File: config.mk
export PLATFORM = sky130hd
export DESIGN_NAME = multi_width_reg_bank
export DESIGN_NICKNAME = d
export VERILOG_FILES = /design/src/rtl/multi_width_reg_bank_pkg.sv /design/src/rtl/reg_bank_channel.sv /design/src/rtl/multi_width_reg_bank.sv
export SDC_FILE = /design/constraint.sdc
export NUM_CORES = 1
export LEC_CHECK = 0
export ABC_CLOCK_PERIOD_IN_PS = 3200
export CORE_MARGIN = 5
export CORE_UTILIZATION = 49
export CTS_CLUSTER_SIZE = 28
export DETAILED_ROUTE_END_ITERATION = 12
export PLACE_DENSITY = 0.7
export SYNTH_ARGS = -nofsm -noshare
export SYNTH_HDL_FRONTEND = slang
export SYNTH_SLANG_ARGS = --single-unit
export TNS_END_PERCENT = 30
File: constraint.sdc
create_clock -name i_clock -period 3.2 [get_ports i_clock]
set_input_delay 0.48 -clock i_clock [delete_from_list [all_inputs] [get_ports i_clock]]
set_output_delay 0.48 -clock i_clock [all_outputs]
set_load 0.005 [all_outputs]
File: src/rtl/multi_width_reg_bank_pkg.sv
// Shared types for the multi-width register bank: register selector
// encoding, clear-sweep state encoding and the channel-index width helper.
package multi_width_reg_bank_pkg;

   // Register selector shared by the write and read ports.
   typedef enum logic [1:0] {
      SEL_BIT    = 2'd0,
      SEL_NARROW = 2'd1,
      SEL_WIDE   = 2'd2,
      SEL_RSVD   = 2'd3
   } sel_e;

   // Clear-sweep controller states.
   typedef enum logic [1:0] {
      IDLE  = 2'd0,
      SWEEP = 2'd1,
      DONE  = 2'd2
   } clr_state_e;

   // Channel-index width; a single channel still gets a 1-bit index.
   function automatic int calc_ch_w(input int num_ch);
      return (num_ch > 1) ? $clog2(num_ch) : 1;
   endfunction

endpackage

File: src/rtl/reg_bank_channel.sv
// One channel of the bank: a 1-bit, a narrow and a wide register, each
// host-writable and free-running when enabled, plus two sticky wrap flags.
// Priority per register: clear > write > count.
module reg_bank_channel
   import multi_width_reg_bank_pkg::*;
#(
   parameter int W_NARROW = 8,
   parameter int W_WIDE   = 128
) (
   input  logic              i_clock,
   input  logic              i_reset,
   input  logic              i_cnt_en,
   input  logic              i_clr,
   input  logic              i_wr_bit,
   input  logic              i_wr_narrow,
   input  logic              i_wr_wide,
   input  logic [W_WIDE-1:0] i_wr_data,
   output logic              o_bit,
   output logic [W_NARROW-1:0] o_narrow,
   output logic [W_WIDE-1:0] o_wide,
   output logic [1:0]        o_ovf
);

   logic              r_bit;
   logic [W_NARROW-1:0] r_narrow;
   logic [W_WIDE-1:0] r_wide;
   logic [1:0]        r_ovf;

   // Register update: reset/sweep clear, else write, else count; wraps set ovf.
   always_ff @(posedge i_clock) begin
      // NOTE: state registers use non-blocking assignments so every register
      // samples pre-edge values, independent of statement order.
      if (i_reset || i_clr) begin
         r_bit    <= 1'b0;
         r_narrow <= '0;
         r_wide   <= '0;
         r_ovf    <= 2'b00;
      end else begin
         if (i_wr_bit) begin
            r_bit <= i_wr_data[0];
         end else if (i_cnt_en) begin
            r_bit <= ~r_bit;
         end

         if (i_wr_narrow) begin
            r_narrow <= i_wr_data[W_NARROW-1:0];
         end else if (i_cnt_en) begin
            r_narrow <= r_narrow + W_NARROW'(1);
            if (&r_narrow) begin
               r_ovf[0] <= 1'b1;
            end
         end

         if (i_wr_wide) begin
            r_wide <= i_wr_data;
         end else if (i_cnt_en) begin
            r_wide <= r_wide + W_WIDE'(1);
            if (&r_wide) begin
               r_ovf[1] <= 1'b1;
            end
         end
      end
   end

   assign o_bit    = r_bit;
   assign o_narrow = r_narrow;
   assign o_wide   = r_wide;
   assign o_ovf    = r_ovf;

endmodule

File: src/rtl/multi_width_reg_bank.sv
// Multi-channel register bank top: write decode, per-channel register
// instances, registered read mux with an RD_LAT-deep pipeline, and the
// sequential clear-sweep controller.
module multi_width_reg_bank
   import multi_width_reg_bank_pkg::*;
#(
   parameter int NUM_CH   = 2,
   parameter int W_NARROW = 8,
   parameter int W_WIDE   = 128,
   parameter int RD_LAT   = 2,
   localparam int CH_W    = calc_ch_w(NUM_CH)
) (
   input  logic                i_clock,
   input  logic                i_reset,
   input  logic                i_wr_valid,
   output logic                o_wr_ready,
   input  logic [CH_W-1:0]     i_wr_ch,
   input  logic [1:0]          i_wr_sel,
   input  logic [W_WIDE-1:0]   i_wr_data,
   input  logic [NUM_CH-1:0]   i_cnt_en,
   input  logic                i_rd_req,
   input  logic [CH_W-1:0]     i_rd_ch,
   input  logic [1:0]          i_rd_sel,
   output logic                o_rd_valid,
   output logic [W_WIDE-1:0]   o_rd_data,
   output logic [2*NUM_CH-1:0] o_ovf,
   input  logic                i_clr_req,
   output logic                o_clr_busy,
   output logic                o_clr_done
);

   clr_state_e        r_clr_state;
   clr_state_e        w_clr_state_nxt;
   logic [CH_W-1:0]   r_clr_idx;
   logic [CH_W-1:0]   w_clr_idx_nxt;

   logic              w_wr_fire;
   sel_e              w_wr_sel;
   sel_e              w_rd_sel;
   logic [W_WIDE-1:0] w_rd_mux;

   logic              w_ch_bit    [NUM_CH];
   logic [W_NARROW-1:0] w_ch_narrow [NUM_CH];
   logic [W_WIDE-1:0] w_ch_wide   [NUM_CH];

   logic              r_pipe_vld  [RD_LAT];
   logic [W_WIDE-1:0] r_pipe_data [RD_LAT];

   assign w_wr_sel  = sel_e'(i_wr_sel);
   assign w_rd_sel  = sel_e'(i_rd_sel);
   assign w_wr_fire = i_wr_valid && o_wr_ready;

   // Clear-sweep state register and channel index.
   always_ff @(posedge i_clock) begin
      if (i_reset) begin
         r_clr_state <= IDLE;
         r_clr_idx   <= '0;
      end else begin
         r_clr_state <= w_clr_state_nxt;
         r_clr_idx   <= w_clr_idx_nxt;
      end
   end

   // Clear-sweep next state and Moore outputs; writes are refused while sweeping.
   always_comb begin
      // NOTE: every output of this block gets a default first, so no path
      // through the case leaves a signal unassigned and no latch is inferred.
      w_clr_state_nxt = r_clr_state;
      w_clr_idx_nxt   = r_clr_idx;
      o_clr_busy      = 1'b0;
      o_clr_done      = 1'b0;
      o_wr_ready      = 1'b1;
      case (r_clr_state)
         IDLE: begin
            if (i_clr_req) begin
               w_clr_state_nxt = SWEEP;
               w_clr_idx_nxt   = '0;
            end
         end
         SWEEP: begin
            o_clr_busy = 1'b1;
            o_wr_ready = 1'b0;
            if (r_clr_idx == CH_W'(NUM_CH - 1)) begin
               w_clr_state_nxt = DONE;
            end else begin
               w_clr_idx_nxt = r_clr_idx + CH_W'(1);
            end
         end
         DONE: begin
            o_clr_done      = 1'b1;
            w_clr_state_nxt = IDLE;
         end
         default: begin
            w_clr_state_nxt = IDLE;
         end
      endcase
   end

   // One channel instance per index; out-of-range write channels never match.
   for (genvar g = 0; g < NUM_CH; g++) begin : g_ch
      logic w_wr_hit;
      logic w_clr_hit;

      assign w_wr_hit  = w_wr_fire && (i_wr_ch == CH_W'(g));
      assign w_clr_hit = (r_clr_state == SWEEP) && (r_clr_idx == CH_W'(g));

      reg_bank_channel #(
         .W_NARROW (W_NARROW),
         .W_WIDE   (W_WIDE)
      ) u_ch (
         .i_clock     (i_clock),
         .i_reset     (i_reset),
         .i_cnt_en    (i_cnt_en[g]),
         .i_clr       (w_clr_hit),
         .i_wr_bit    (w_wr_hit && (w_wr_sel == SEL_BIT)),
         .i_wr_narrow (w_wr_hit && (w_wr_sel == SEL_NARROW)),
         .i_wr_wide   (w_wr_hit && (w_wr_sel == SEL_WIDE)),
         .i_wr_data   (i_wr_data),
         .o_bit       (w_ch_bit[g]),
         .o_narrow    (w_ch_narrow[g]),
         .o_wide      (w_ch_wide[g]),
         .o_ovf       (o_ovf[2*g +: 2])
      );
   end

   // Read mux over current register contents; unmatched channel or reserved sel reads 0.
   always_comb begin
      w_rd_mux = '0;
      for (int c = 0; c < NUM_CH; c++) begin
         if (i_rd_ch == CH_W'(c)) begin
            case (w_rd_sel)
               SEL_BIT:    w_rd_mux = W_WIDE'(w_ch_bit[c]);
               SEL_NARROW: w_rd_mux = W_WIDE'(w_ch_narrow[c]);
               SEL_WIDE:   w_rd_mux = w_ch_wide[c];
               default:    w_rd_mux = '0;
            endcase
         end
      end
   end

   // Read pipeline: data stages only load on a valid beat, so the output holds.
   always_ff @(posedge i_clock) begin
      if (i_reset) begin
         // NOTE: the pipeline is a small register array, not a RAM, so it is
         // reset in full; read data must come out of reset as zero.
         for (int i = 0; i < RD_LAT; i++) begin
            r_pipe_vld[i]  <= 1'b0;
            r_pipe_data[i] <= '0;
         end
      end else begin
         r_pipe_vld[0] <= i_rd_req;
         if (i_rd_req) begin
            r_pipe_data[0] <= w_rd_mux;
         end
         for (int i = 1; i < RD_LAT; i++) begin
            r_pipe_vld[i] <= r_pipe_vld[i-1];
            if (r_pipe_vld[i-1]) begin
               r_pipe_data[i] <= r_pipe_data[i-1];
            end
         end
      end
   end

   assign o_rd_valid = r_pipe_vld[RD_LAT-1];
   assign o_rd_data  = r_pipe_data[RD_LAT-1];

endmodule

==> flow_metrics.py <==
metrics = {
    "setup_path": {
        "start_kind": "flop",
        "critPathRequiredTime_ns": 3.71,
        "crit_slowest_cell": "nor4_1",
        "cp-end-kind": "flop",
        "r2r_setup_slack_ns": 0.13,
        "path_cells": "and4_1 -> and4_1 -> buf_4 -> nand4b_1 -> nor4_1 -> mux2i_1 -> nand2_1",
        "path_buf_inv": 1,
        "crit_top_cell": "and4_1",
        "critPathArrivalTime_ns": 3.59,
        "path_class": "flop to flop",
        "slowest_delay_ns": 0.77,
        "crit_fanout": 8,
        "critPathTopFamily": "simple AND/OR/NAND/NOR gates",
    },
    "clock_tree": {
        "cts_root_buf": "clkbuf_16",
        "cts_tree": "done",
        "clkSlewWorstSetupHoldPaths_ns": 0.06,
        "cts_resized": 0,
        "clock_latency_ns": 0.64,
        "htree_levels": 2,
        "cts_buffers": 59,
        "clock-sinks": 539,
        "ctsHoldBuffers": 0,
        "cts_setup_buffers": 0,
        "cts.path.max_buffers": 3,
    },
    "place": {
        "gp_congestion": 1.02,
        "hpwl_um": 74900,
        "io_buffer_count": 276,
    },
    "timing": {
        "slew_headroom_pct": 39.3,
        "drv_slew": 0,
        "timing.setup.tns_ns": 0,
        "finClkSkew_ns": 0.0271,
        "fin_crit_ns": 3.07,
        "max_freq_mhz": 326,
        "whs_ns": 0.423,
        "post-route-period-util_pct": 96.0,
        "finalHoldViolations": 0,
        "rsz0062_at_grt": "false",
        "final-setup-viol-count": 0,
        "worst_pin_slew_ns": 0.902,
    },
    "detailed_routing": {
        "vias": 25600,
        "wl_per_cell_um": 25.0,
        "wirelength_um": 103000,
        "ant_nets": 0,
        "dr.pass1.iters": 7,
        "drc": 0,
        "drt_iter0_drc": 2717,
        "viasPerCell": 6.21,
    },
    "synthesis": {
        "netlist_area_um2": 28500,
        "synth_edf_count": 256,
        "synthArstFlopShare_pct": 0,
        "synth.distinct_cells": 68,
        "seq_area_frac_synth_pct": 46.9,
        "syn_inst": 3096,
        "synth_ff_type": "dfxtp_1",
        "yosys_warnings": 0,
        "syn_area_per_cell_um2": 9.20,
        "ys_seq_elements": 539,
        "syn_nets": 3241,
    },
    "power": {
        "ir_worst_vdd_v": 0.000434,
        "pwr_density_cell_nw_per_um2": 494,
        "leakage_nw": 11.6,
    },
    "grt": {
        "antenna_found_initial": 0,
        "grt_pass1_vias": 24800,
        "grt_util_met2_pct": 50.2,
        "gr-max-usage-layer": "met2",
        "grt_use_total_pct": 31.5,
        "use_met3_pct": 5.88,
        "grt_pass1_wl_um": 155000,
        "grt_max_degree": 142,
        "grtUsageMet1_pct": 42.7,
        "gr-total-overflow": 0,
    },
    "floorplan": {
        "dieHeight_um": 251,
        "core_area_um2": 57700,
        "die_w_um": 251,
        "die-area_um2": 63100,
        "ios": 277,
        "initial_core_util_pct": 49.4,
        "rows": 88,
    },
    "layout": {
        "drive_gt1_share_pct": 9.90,
        "nets": 3456,
        "syn2layout_area_growth_pct": 21.1,
        "antenna_cells": 0,
    },
    "min_path": {
        "min_path_type": "input pin to flop",
    },
    "status": {
        "status": "finished, final reports clean",
    },
    "job": {
        "maxCapViolations": 0,
    },
}
==> power breakdown <==
group	internal, mW	switching (mW)
sequential	7.53	0.262
clock	4.76	3.01
combinational	0.667	0.801
==> placed cells by master, fill, tap and decap left out, drive strengths merged, types with 7 or more instances in the layout <==
cell type	count
a211oi	91
a21oi	109
a221oi	7
a22oi	10
a31oi	8
and2	12
and3	59
and4	11
buf	199
bufinv	14
clkbuf	72
clkdlybuf4s50	275
clkinv	19
dfxtp	283
edfxtp	256
inv	49
mux2i	167
nand2	226
nand3	159
nand3b	9
nand4	163
nand4b	7
nor2	343
nor2b	134
nor3	121
nor4	146
o211ai	9
o21ai	131
xnor2	138
xor2	63
==> logic make-up after synthesis <==
kind of cell,after synthesis,synth area share (%)
AOI/OAI and AO/OA,399,8.58
DFF,539,46.9
adders and majority gates,4,0.176
muxes,168,5.91
and+or+nand+nor,1419,25.7
buffers and inverters,366,6.62
xor gates and xnor gates,201,6.18
==> flip-flops by register name (all words and copies together) (netlist names) <==
| name | count |
|---|---|
| g_ch.u_ch.o_wide | 256 |
| r_pipe_data | 256 |
| g_ch.u_ch.o_narrow | 16 |
| g_ch.u_ch.o_ovf | 4 |
| g_ch.u_ch.o_bit | 2 |
| r_clr_state | 2 |
| r_pipe_vld | 2 |
| r_clr_idx | 1 |
==> through the flow <==
step | instances | instance area, µm² | power [mW] | util, % | setup WS [ns]
after CTS | 4127 | 34500 | 17.1 | 59.8 | 0.186
after global placement | 4015 | 32300 | 9.36 | 56.0 | 0.0628
after global routing | 4127 | 34500 | 17.6 | 59.8 | 0.0252
after floorplan | 3096 | 28500 | 8.68 | - | 0.392
after detailed placement | 4015 | 32300 | 9.39 | 56.0 | 0.000572
final | 4127 | 34500 | 17.0 | 59.8 | 0.129
==> synth_stat cells (11+ instances only) <==
cell type / count / area share [%]
a211oi_1: 91 / 2.4
a21oi_1: 109 / 1.9
and3_1: 59 / 1.3
and4_1: 11 / 0.34
buf_1: 27 / 0.36
buf_4: 128 / 3.4
clkbuf_1: 154 / 2.0
dfxtp_1: 283 / 20
edfxtp_1: 256 / 27
inv_1: 46 / 0.61
mux2i_1: 167 / 5.9
nand2_1: 226 / 3.0
nand3_1: 159 / 2.8
nand4_1: 160 / 3.5
nor2_1: 343 / 4.5
nor2b_1: 134 / 2.9
nor3_1: 119 / 2.1
nor4_1: 137 / 3.0
o21ai_0: 131 / 2.3
xnor2_1: 138 / 4.2
xor2_1: 63 / 1.9
==> final timing paths <==
check | from | endpoint | cells after the start
hold / removal | i_wr_data[95] | g_ch[0].u_ch.o_wide[95]$_SDFFE_PP0P_ | 3
hold reg to reg | r_clr_state[1]$_SDFFE_PP0P_ | r_clr_state[0]$_SDFFE_PP0P_ | 1
setup / recovery | g_ch[1].u_ch.o_wide[7]$_SDFFE_PP0P_ | g_ch[1].u_ch.o_wide[112]$_SDFFE_PP0P_ | 7
setup reg to reg | g_ch[1].u_ch.o_wide[7]$_SDFFE_PP0P_ | g_ch[1].u_ch.o_wide[112]$_SDFFE_PP0P_ | 7
==> worst reg2reg max path, cell delays in order, from the launching register on <==
cell	delay, ns
dfxtp_1	0.42
and4_1	0.32
and4_1	0.52
buf_4	0.23
nand4b_1	0.35
nor4_1	0.77
mux2i_1	0.27
nand2_1	0.06
==> layout make-up <==
type / instances / area [µm²]
fillers: 4951 / 23200
flip-flops and latches: 539 / 13400
multi-input cells: 2191 / 13300
repair buffers: 474 / 4490
clock buffers: 72 / 1630
well taps: 765 / 957
clock inverters: 40 / 602
inverters: 46 / 173
==> layer usage <==
metal / vias to the layer above / part of all wire [%]
met1: 12400 / 41
met2: 1372 / 45
met5: - / 0
met3: 303 / 8.7
met4: 0 / 4.7
li1: 11600 / -
Power figures use the tool's default switching activity.
